<file path="config.mk">
export PLATFORM = sky130hd
export DESIGN_NAME = data_mem_responder
export DESIGN_NICKNAME = d
export VERILOG_FILES = /design/src/rtl/data_mem_responder_pkg.sv /design/src/rtl/data_mem_responder_load_extend.sv /design/src/rtl/data_mem_responder.sv
export SDC_FILE = /design/constraint.sdc
export NUM_CORES = 1
export LEC_CHECK = 0
export BUFFER_PORTS_ARGS = -buffer_cell sky130_fd_sc_hd__buf_2
export CORE_MARGIN = 5
export CORE_UTILIZATION = 59
export CTS_CLUSTER_SIZE = 10
export DETAILED_ROUTE_END_ITERATION = 12
export MAX_ROUTING_LAYER = met4
export PLACE_DENSITY_LB_ADDON = 0.15
export SKIP_CTS_REPAIR_TIMING = 1
export SLEW_MARGIN = 20
export SYNTH_ARGS = -nofsm -noshare
export SYNTH_HDL_FRONTEND = slang
export SYNTH_SLANG_ARGS = --single-unit
</file>
<file path="constraint.sdc">
create_clock -name clk -period 6.4 [get_ports clk]
set_input_delay 0.96 -clock clk [delete_from_list [all_inputs] [get_ports clk]]
set_output_delay 0.96 -clock clk [all_outputs]
set_load 0.01 [all_outputs]
</file>
<file path="src/rtl/data_mem_responder_pkg.sv">
`default_nettype none
// ============================================================================
//  Module   : data_mem_responder_pkg
//  Brief    : Load/store size codes, responder state encodings and helpers.
//  Revision : 1.0 - initial release
// ============================================================================
package data_mem_responder_pkg;

    localparam logic [1:0] MEM_BS_NONE = 2'b00;
    localparam logic [1:0] MEM_BS_BYTE = 2'b01;
    localparam logic [1:0] MEM_BS_HALF = 2'b10;
    localparam logic [1:0] MEM_BS_WORD = 2'b11;

    localparam logic [2:0] c_st_idle  = 3'd0;
    localparam logic [2:0] c_st_issue = 3'd1;
    localparam logic [2:0] c_st_drain = 3'd2;
    localparam logic [2:0] c_st_resp  = 3'd3;
    localparam logic [2:0] c_st_err   = 3'd4;

    // Index of the final byte beat for a given access size.
    function automatic logic [1:0] beat_last(input logic [1:0] bs);
        case (bs)
            MEM_BS_HALF: beat_last = 2'd1;
            MEM_BS_WORD: beat_last = 2'd3;
            default:     beat_last = 2'd0;
        endcase
    endfunction

    function automatic logic access_err(input logic [1:0] bs, input logic [1:0] addr_lo);
        case (bs)
            MEM_BS_NONE: access_err = 1'b1;
            MEM_BS_HALF: access_err = addr_lo[0];
            MEM_BS_WORD: access_err = (addr_lo != 2'b00);
            default:     access_err = 1'b0;
        endcase
    endfunction

endpackage
`default_nettype wire

</file>
<file path="src/rtl/data_mem_responder_load_extend.sv">
`default_nettype none
// ============================================================================
//  Module   : data_mem_responder_load_extend
//  Brief    : Sign/zero extension of an assembled little-endian load word.
//  Revision : 1.0 - initial release
// ============================================================================
module data_mem_responder_load_extend
    import data_mem_responder_pkg::*;
(
    input  logic [31:0] i_word,
    input  logic [1:0]  i_mem_bs,
    input  logic        i_mem_se,
    output logic [31:0] o_rdata
);

    always_comb begin
        o_rdata = i_word;
        case (i_mem_bs)
            MEM_BS_BYTE: o_rdata = {{24{i_mem_se & i_word[7]}},  i_word[7:0]};
            MEM_BS_HALF: o_rdata = {{16{i_mem_se & i_word[15]}}, i_word[15:0]};
            default:     o_rdata = i_word;
        endcase
    end

endmodule
`default_nettype wire

</file>
<file path="src/rtl/data_mem_responder.sv">
`default_nettype none
// ============================================================================
//  Module   : data_mem_responder
//  Brief    : Byte-serial load/store responder for a byte-wide synchronous RAM.
//  Revision : 1.0 - initial release
// ============================================================================
module data_mem_responder
    import data_mem_responder_pkg::*;
#(
    parameter int ADDR_W = 12
) (
    input  logic              clk,
    input  logic              rst,
    input  logic              req_valid,
    output logic              req_ready,
    input  logic              mem_we,
    input  logic              mem_se,
    input  logic [1:0]        mem_bs,
    input  logic [31:0]       addr,
    input  logic [31:0]       wdata,
    output logic [31:0]       rdata,
    output logic              done,
    output logic              err,
    output logic              ram_en,
    output logic              ram_we,
    output logic [ADDR_W-1:0] ram_addr,
    output logic [7:0]        ram_wdata,
    input  logic [7:0]        ram_rdata
);

    logic [2:0]        r_state;
    logic              r_we;
    logic              r_se;
    logic [1:0]        r_bs;
    logic [ADDR_W-1:0] r_addr;
    logic [31:0]       r_wdata;
    logic [1:0]        r_beat;
    logic [31:0]       r_asm;

    logic              r_req_ready;
    logic              r_done;
    logic              r_err;
    logic [31:0]       r_rdata;
    logic              r_ram_en;
    logic              r_ram_we;
    logic [ADDR_W-1:0] r_ram_addr;
    logic [7:0]        r_ram_wdata;

    logic [1:0]        w_next_beat;
    logic [1:0]        w_prev_beat;
    logic [31:0]       w_assembled;
    logic [31:0]       w_extended;

    assign w_next_beat = r_beat + 2'd1;
    assign w_prev_beat = r_beat - 2'd1;

    // The final byte arrives during DRAIN, so merge it straight from the RAM.
    always_comb begin
        w_assembled = r_asm;
        w_assembled[{r_beat, 3'b000} +: 8] = ram_rdata;
    end

    data_mem_responder_load_extend u_load_extend (
        .i_word   (w_assembled),
        .i_mem_bs (r_bs),
        .i_mem_se (r_se),
        .o_rdata  (w_extended)
    );

    generate
        if (ADDR_W < 32) begin : g_addr_upper
            logic w_unused_addr;
            assign w_unused_addr = ^addr[31:ADDR_W];
        end
    endgenerate

    always_ff @(posedge clk) begin
        if (rst) begin
            r_state     <= c_st_idle;
            r_we        <= 1'b0;
            r_se        <= 1'b0;
            r_bs        <= MEM_BS_NONE;
            r_addr      <= '0;
            r_wdata     <= '0;
            r_beat      <= 2'd0;
            r_asm       <= '0;
            r_req_ready <= 1'b1;
            r_done      <= 1'b0;
            r_err       <= 1'b0;
            r_rdata     <= '0;
            r_ram_en    <= 1'b0;
            r_ram_we    <= 1'b0;
            r_ram_addr  <= '0;
            r_ram_wdata <= '0;
        end else begin
            case (r_state)
                c_st_idle: begin
                    if (req_valid) begin
                        r_we        <= mem_we;
                        r_se        <= mem_se;
                        r_bs        <= mem_bs;
                        r_addr      <= addr[ADDR_W-1:0];
                        r_wdata     <= wdata;
                        r_beat      <= 2'd0;
                        r_asm       <= '0;
                        r_req_ready <= 1'b0;
                        if (access_err(mem_bs, addr[1:0])) begin
                            r_state <= c_st_err;
                            r_done  <= 1'b1;
                            r_err   <= 1'b1;
                        end else begin
                            r_state     <= c_st_issue;
                            r_ram_en    <= 1'b1;
                            r_ram_we    <= mem_we;
                            r_ram_addr  <= addr[ADDR_W-1:0];
                            r_ram_wdata <= wdata[7:0];
                        end
                    end
                end
                c_st_issue: begin
                    // Read data for beat k is on ram_rdata while beat k+1 is issued.
                    if (!r_we && (r_beat != 2'd0)) begin
                        r_asm[{w_prev_beat, 3'b000} +: 8] <= ram_rdata;
                    end
                    if (r_beat == beat_last(r_bs)) begin
                        r_ram_en <= 1'b0;
                        r_ram_we <= 1'b0;
                        if (r_we) begin
                            r_state <= c_st_resp;
                            r_done  <= 1'b1;
                        end else begin
                            r_state <= c_st_drain;
                        end
                    end else begin
                        r_beat      <= w_next_beat;
                        r_ram_addr  <= r_addr + ADDR_W'(w_next_beat);
                        r_ram_wdata <= r_wdata[{w_next_beat, 3'b000} +: 8];
                    end
                end
                c_st_drain: begin
                    r_rdata <= w_extended;
                    r_done  <= 1'b1;
                    r_state <= c_st_resp;
                end
                c_st_resp, c_st_err: begin
                    r_done      <= 1'b0;
                    r_err       <= 1'b0;
                    r_req_ready <= 1'b1;
                    r_state     <= c_st_idle;
                end
                default: begin
                    r_state     <= c_st_idle;
                    r_done      <= 1'b0;
                    r_err       <= 1'b0;
                    r_ram_en    <= 1'b0;
                    r_ram_we    <= 1'b0;
                    r_req_ready <= 1'b1;
                end
            endcase
        end
    end

    assign req_ready = r_req_ready;
    assign done      = r_done;
    assign err       = r_err;
    assign rdata     = r_rdata;
    assign ram_en    = r_ram_en;
    assign ram_we    = r_ram_we;
    assign ram_addr  = r_ram_addr;
    assign ram_wdata = r_ram_wdata;

endmodule
`default_nettype wire

</file>
### Yosys cells after proc, flatten, opt, wreduce, memory -nomap -nowiden

Cells that the tools add are included.

* $add $sub $neg: 5
* eq/ne operators: 17
* shift operators: 5
* muxes and demuxes: 44
* bitwise gates (word level): 4
* reduce and logical (&&, ||, !) cells: 18

Operators by type and width (count)
* one-hot mux 32 bit (2 select lines): 2
* bitwise mux 32 bit: 2
* 2-to-1 mux 32 bit: 2
* variable shift 8 x 7 -> 32 bit (first input constant): 2
* variable part select 8 x 7 -> 32 bit: 2
* 2-to-1 mux 12 bit: 3
* variable part select 32 x 6 -> 8 bit: 1
* 2-to-1 mux 8 bit: 3
* one-hot mux 12 bit (2 select lines): 1
* one-hot mux 8 bit (2 select lines): 1
* 2-to-1 mux 1 bit: 14
* inequality test 2 bit (second input constant): 7
* negator 5 -> 7 bit: 2
* adder 12 x 2 -> 12 bit: 1
* one-hot mux 1 bit (3 select lines): 4
* AND reduction 4 bit: 3
* 2-to-1 mux 3 bit: 3
* one-hot mux 3 bit (3 select lines): 1
* AND reduction 3 bit: 3
* equality test 2 bit (second input constant): 4
* 2-to-1 mux 2 bit: 4
* one-hot mux 2 bit (2 select lines): 2
* equality test 3 x 2 -> 1 bit (second input constant): 2
* AND reduction 2 bit: 3
* other kinds (16): 21

* flip-flop bits (word level): 142
* bits of input ports: 79
* output and inout bits: 57
* word-level logic and storage cells: 109

### Logic depth before layout (Yosys ltp)

* word-level depth: 8
* gate-level depth with buffers: 10
* gate-level depth less buffers: 8

### By module

From an unflattened synthesis, not the netlist that was laid out.

* cell total of the unflattened synthesis: 868
* area total of the unflattened synthesis: 6690.2 um^2

By module, submodules not included
* data_mem_responder: times used 1, cells an instance 806, area each 6309.8 um^2, sequential area each 2842.7 um^2
* data_mem_responder_load_extend: times used 1, cells an instance 62, area each 380.4 um^2, sequential area each 0.0 um^2

### Worst setup path before layout

OpenSTA, ideal clock, no wires.

* path type: register -> register
* from: register r_beat[0]
* to: register r_rdata[21] (netlist: rdata[21])
* library setup time: 136 ps
* data arrival time: 2277 ps
* required time: 6264 ps
* setup slack: 3987 ps
* cell stages (with the launch flop): 11
* buffers on the path: 3
* period minus slack after synthesis: 2413 ps
* cell sequence: dfxtp_1 buf_6 inv_1 ha_1 buf_4 nor3b_1 and3_2 a22o_2 a31oi_4 buf_6 a211oi_1

* cells in the longest elaborated chain, start to end: 5
* elaborated cells on any way between the ends: 7
* those cells by class: add/sub: 1; shift: 2; mux: 2; bitwise: 2

RTL lines
* from (decl): RTL line data_mem_responder.sv:37 `logic [1:0] r_beat;`
* from (signal assigned): RTL line data_mem_responder.sv:135 `r_beat <= w_next_beat;`
* negator 5 -> 7 bit *: RTL line data_mem_responder.sv:60 `w_assembled[{r_beat, 3'b000} +: 8] = ram_rdata;`
* variable part select 8 x 7 -> 32 bit / variable shift 8 x 7 -> 32 bit (equally long branches): RTL line data_mem_responder.sv:60
* bitwise mux 32 bit *: RTL line data_mem_responder.sv:60
* bitwise AND 1 bit, on equally long branches: RTL line data_mem_responder_load_extend.sv:20, data_mem_responder_load_extend.sv:19
* one-hot mux 32 bit (2 select lines) *: RTL line data_mem_responder_load_extend.sv:18 `case (i_mem_bs)`
* to (signal assigned): RTL line data_mem_responder.sv:141 `r_rdata <= w_extended;`
* to (decl): RTL line data_mem_responder.sv:43 `logic [31:0] r_rdata;`

Mark *: on every way between the ends. The rest lies on a longest branch, timed or not.
A chain may end at the register's enable or synchronous reset.

### Worst setup path in the final report

* from: register r_beat[0]
* to: register r_ram_addr[10] (netlist: ram_addr[10])

* cells in the longest elaborated chain, start to end: 4
* elaborated cells on any way between the ends: 7
* those cells by class: add/sub: 2; eq/ne: 2; mux: 2; reduce/logical: 1

RTL lines
* adder 2 x 1 -> 2 bit: RTL line data_mem_responder.sv:54 `assign w_next_beat = r_beat + 2'd1;`
* adder 12 x 2 -> 12 bit: RTL line data_mem_responder.sv:136 `r_ram_addr <= r_addr + ADDR_W'(w_next_beat);`
* 2-to-1 mux 12 bit: RTL line data_mem_responder.sv:125 `if (r_beat == beat_last(r_bs)) begin`
* one-hot mux 12 bit (2 select lines): RTL line data_mem_responder.sv:96 `case (r_state)`
* to (signal assigned): RTL line data_mem_responder.sv:115 `r_ram_addr <= addr[ADDR_W-1:0];`
* to (signal assigned): RTL line data_mem_responder.sv:136
* to (decl): RTL line data_mem_responder.sv:46 `logic [ADDR_W-1:0] r_ram_addr;`

Parallel ways exist; a longest one is shown, timed or not. The select of a mux whose other input is x is not followed.

==> flow_metrics.env <==
export IMPL_status="finished, final reports clean"
export IMPL_gp_congestion=0.8843
export IMPL_vias=5680
export IMPL_ios=136
export IMPL_clk_path_buf_depth=2
export IMPL_rows=38
export IMPL_fillers=869
export IMPL_die_y_um=115.1
export IMPL_antenna_found_initial=1
export IMPL_ys_warn_count=0
export IMPL_finalCritPeriodShare_pct=60.57
export IMPL_cp_depth=8
export IMPL_h_tree_depth=4
export IMPL_combPwrFrac_pct=17.7
export IMPL_relSlewSlack_pct=32.57
export IMPL_async_flop_share_pct=0
export IMPL_syn_nets=854
export IMPL_cts_tree="built"
export IMPL_setup_viol=0
export IMPL_viasPerCell=5.720
export IMPL_tns_ns=0
export IMPL_crit_type="reg -> reg"
export IMPL_cp_buffers_inverters=1
export IMPL_multiInputGateArea_mm2=0.003341
export IMPL_clk_pin_slew_ns=0.06
export IMPL_seq_area_frac_synth_pct=43.64
export IMPL_critPathArrivalTime_ns=4.29
export IMPL_ir_drop_uv=184.7
export IMPL_powerDensity_mw_per_mm2=316.1
export IMPL_design_area_mm2=0.007584
export IMPL_fp_dieW_um=115.1
export IMPL_drt_iter0_drc=380
export IMPL_hp_class="reg -> reg"
export IMPL_ys_seq_elements=142
export IMPL_drc=0
export IMPL_drive_gt1_share_pct=21.60
export IMPL_grt_usage_pct=25.31
export IMPL_p_clk_share_pct=39.8
export IMPL_grt_pass1_wl_um=25950
export IMPL_worstMarginPinSlew_ns=1.010
export IMPL_p_int_mw=1.697
export IMPL_grt_overflow=0
export IMPL_cts_buffers=17
export IMPL_regArea_mm2=0.002843
export IMPL_area_growth_pct=16.42
export IMPL_final_max_slew_violation_count=0
export IMPL_critPathMaxFanout=23
export IMPL_hold_viol=0
export IMPL_hold_depth=2
export IMPL_p_sw_share_pct=29.22
export IMPL_start_util_pct=60.09
export IMPL_insertion_delay_ns=0.55
export IMPL_end_kind="flop"
export IMPL_crit_required_ns=6.81
export IMPL_critPathMaxStageDelay_ns=0.99
export IMPL_ys_flop_type="dfxtp_1"
export IMPL_seqPwrFrac_pct=42.4
export IMPL_grt_setup_unrepaired="false"
export IMPL_p_sw_mw=0.7006
export IMPL_root_buffer="clkbuf_8"
export IMPL_drv_cap=0
export IMPL_port_buffers=115
export IMPL_dr_pass1_iters=5
export IMPL_reg2reg_depth=8
export IMPL_routedWlPerCell_um=15.64
export IMPL_fin_skew_ns=0.007005
export IMPL_place_area_mm2=0.006999
export IMPL_synth_area_per_cell_um2=8.559
export IMPL_synth_edf_count=0
export IMPL_dieArea_mm2=0.01324
export IMPL_wl_um=15530
export IMPL_ys_types=68
export IMPL_cpMaxStageDelayCell="dfxtp_1"
export IMPL_fin_crit_ns=3.877
export IMPL_ant_nets=0
export IMPL_synth_area_mm2=0.006514
export IMPL_hpwl_um=10460
export IMPL_crit_chain="inv_1, ha_1, fa_1, nand3_1, nor4_1, xor2_1, o22ai_1, a21oi_1"
export IMPL_synthCells=761
export IMPL_cp_start_kind="flop"
export IMPL_numClockSinks=142
export IMPL_grt_max_degree=92
export IMPL_power_leakage_nw=3.019
export IMPL_nets=932
export IMPL_core_area_mm2=0.01084
export IMPL_grt_pass1_vias=5613
export IMPL_cp_top_family="adder cells"
export IMPL_max_freq_mhz=257.9
## area by class of cell
| class | instances | area share, % |
|---|---|---|
| Tap cell | 140 | 2.310 |
| Clock buffer | 19 | 5.824 |
| Inverter | 9 | 0.4455 |
| Antenna cell | 1 | 0.03300 |
| Multi-Input combinational cell | 550 | 44.05 |
| Clock inverter | 13 | 1.831 |
| Timing Repair Buffer | 119 | 8.018 |
| Sequential cell | 142 | 37.49 |
## layout by cell type, fill, tap and decap left out, types with 5 or more instances in the layout
cell,n
a22o_1,30
nor3_1,16
nor2b_1,11
o2bb2ai_1,6
buf_4,5
clkinvlp_4,5
and3_1,5
nand2_1,161
a22oi_1,9
xnor2_1,7
buf_2,114
nand3_1,12
clkbuf_16,16
mux4_2,8
ha_1,13
nor2_1,70
dfxtp_1,142
a21oi_1,94
a211oi_1,32
inv_1,8
a211o_1,7
## power by group through the flow
stage | clock network [mW] | registers (mW) | logic (mW)
after global placement | 0 | 1.03 | 0.414
after detailed placement | 0 | 1.04 | 0.425
after floorplan | 0 | 1.04 | 0.296
after global routing | 1.01 | 1.03 | 0.475
final | 0.955 | 1.02 | 0.425
after CTS | 0.970 | 1.02 | 0.428
## flip-flops by register name, summed over array words and instances (netlist names), 2 cells and up
register	flops
r_asm	32
r_wdata	32
rdata	32
r_addr	12
ram_addr	12
ram_wdata	8
r_state	3
r_beat	2
r_bs	2
## worst paths after layout
path | from | to | slack (ns)
max | r_beat[0]$_SDFFE_PP0P_ | ram_addr[10]$_SDFFE_PP0P_ | 2.52
min | ram_addr[8]$_SDFFE_PP0P_ | ram_addr[8]$_SDFFE_PP0P_ | 0.45
max reg2reg | r_beat[0]$_SDFFE_PP0P_ | ram_addr[10]$_SDFFE_PP0P_ | 2.52
min reg2reg | ram_addr[8]$_SDFFE_PP0P_ | ram_addr[8]$_SDFFE_PP0P_ | 0.45
## per-stage QoR
stage	hold slack [ns]	cells	total power, mW	setup WS, ns	util, %
detailed placement	0.4431	960	1.460	2.497	64.57
finish	0.4494	993	2.397	2.523	69.96
CTS	0.4520	992	2.415	2.481	69.92
global placement	0.4354	960	1.445	2.539	64.57
global route	0.4703	993	2.514	2.112	69.96
floorplan	0.4273	761	1.337	3.987	-
## cells in the mapped netlist, types with 9 or more instances
master	number	area share, %
nor2_1	70	4.0
nand3_1	12	0.92
ha_1	13	2.5
a21oi_1	94	7.2
nand2_1	161	9.3
a22oi_1	9	1.0
clkbuf_1	35	2.0
nor3_1	16	1.2
a22o_1	30	4.0
a211oi_1	32	3.7
dfxtp_1	142	44
buf_2	16	1.2
nor2b_1	11	1.1
## routing by layer
metal / GRT usage (%) / routed length [µm] / vias up / part of all wire [%]
li1: - / - / 2814 / -
met1: 30.09 / 6619 / 2666 / 43
met2: 40.82 / 7582 / 170 / 49
met3: 6.684 / 959 / 30 / 6.2
met5: - / 0 / - / 0
met4: 10.25 / 368 / 0 / 2.4
## worst reg2reg max path, delay by kind of cell, from the launching register on
family | cells | cell delay [ns]
AOI/OAI and AO/OA | 2 | 0.30
and+or+nand+nor | 2 | 0.60
xor gates and xnor gates | 1 | 0.12
DFF | 1 | 0.99
adders and majority gates | 2 | 1.35
buffers and inverters | 1 | 0.38
## cells by family after synthesis
group / synth area share (%)
AO/OA/AOI/OAI: 22.07
XOR/XNOR: 1.479
adder cells (fa/ha/maj): 2.805
buffers and inverters: 5.090
flip-flops: 43.64
multiplexers: 3.554
AND/OR/NAND/NOR: 21.36
(Power assumes the default switching activity.)
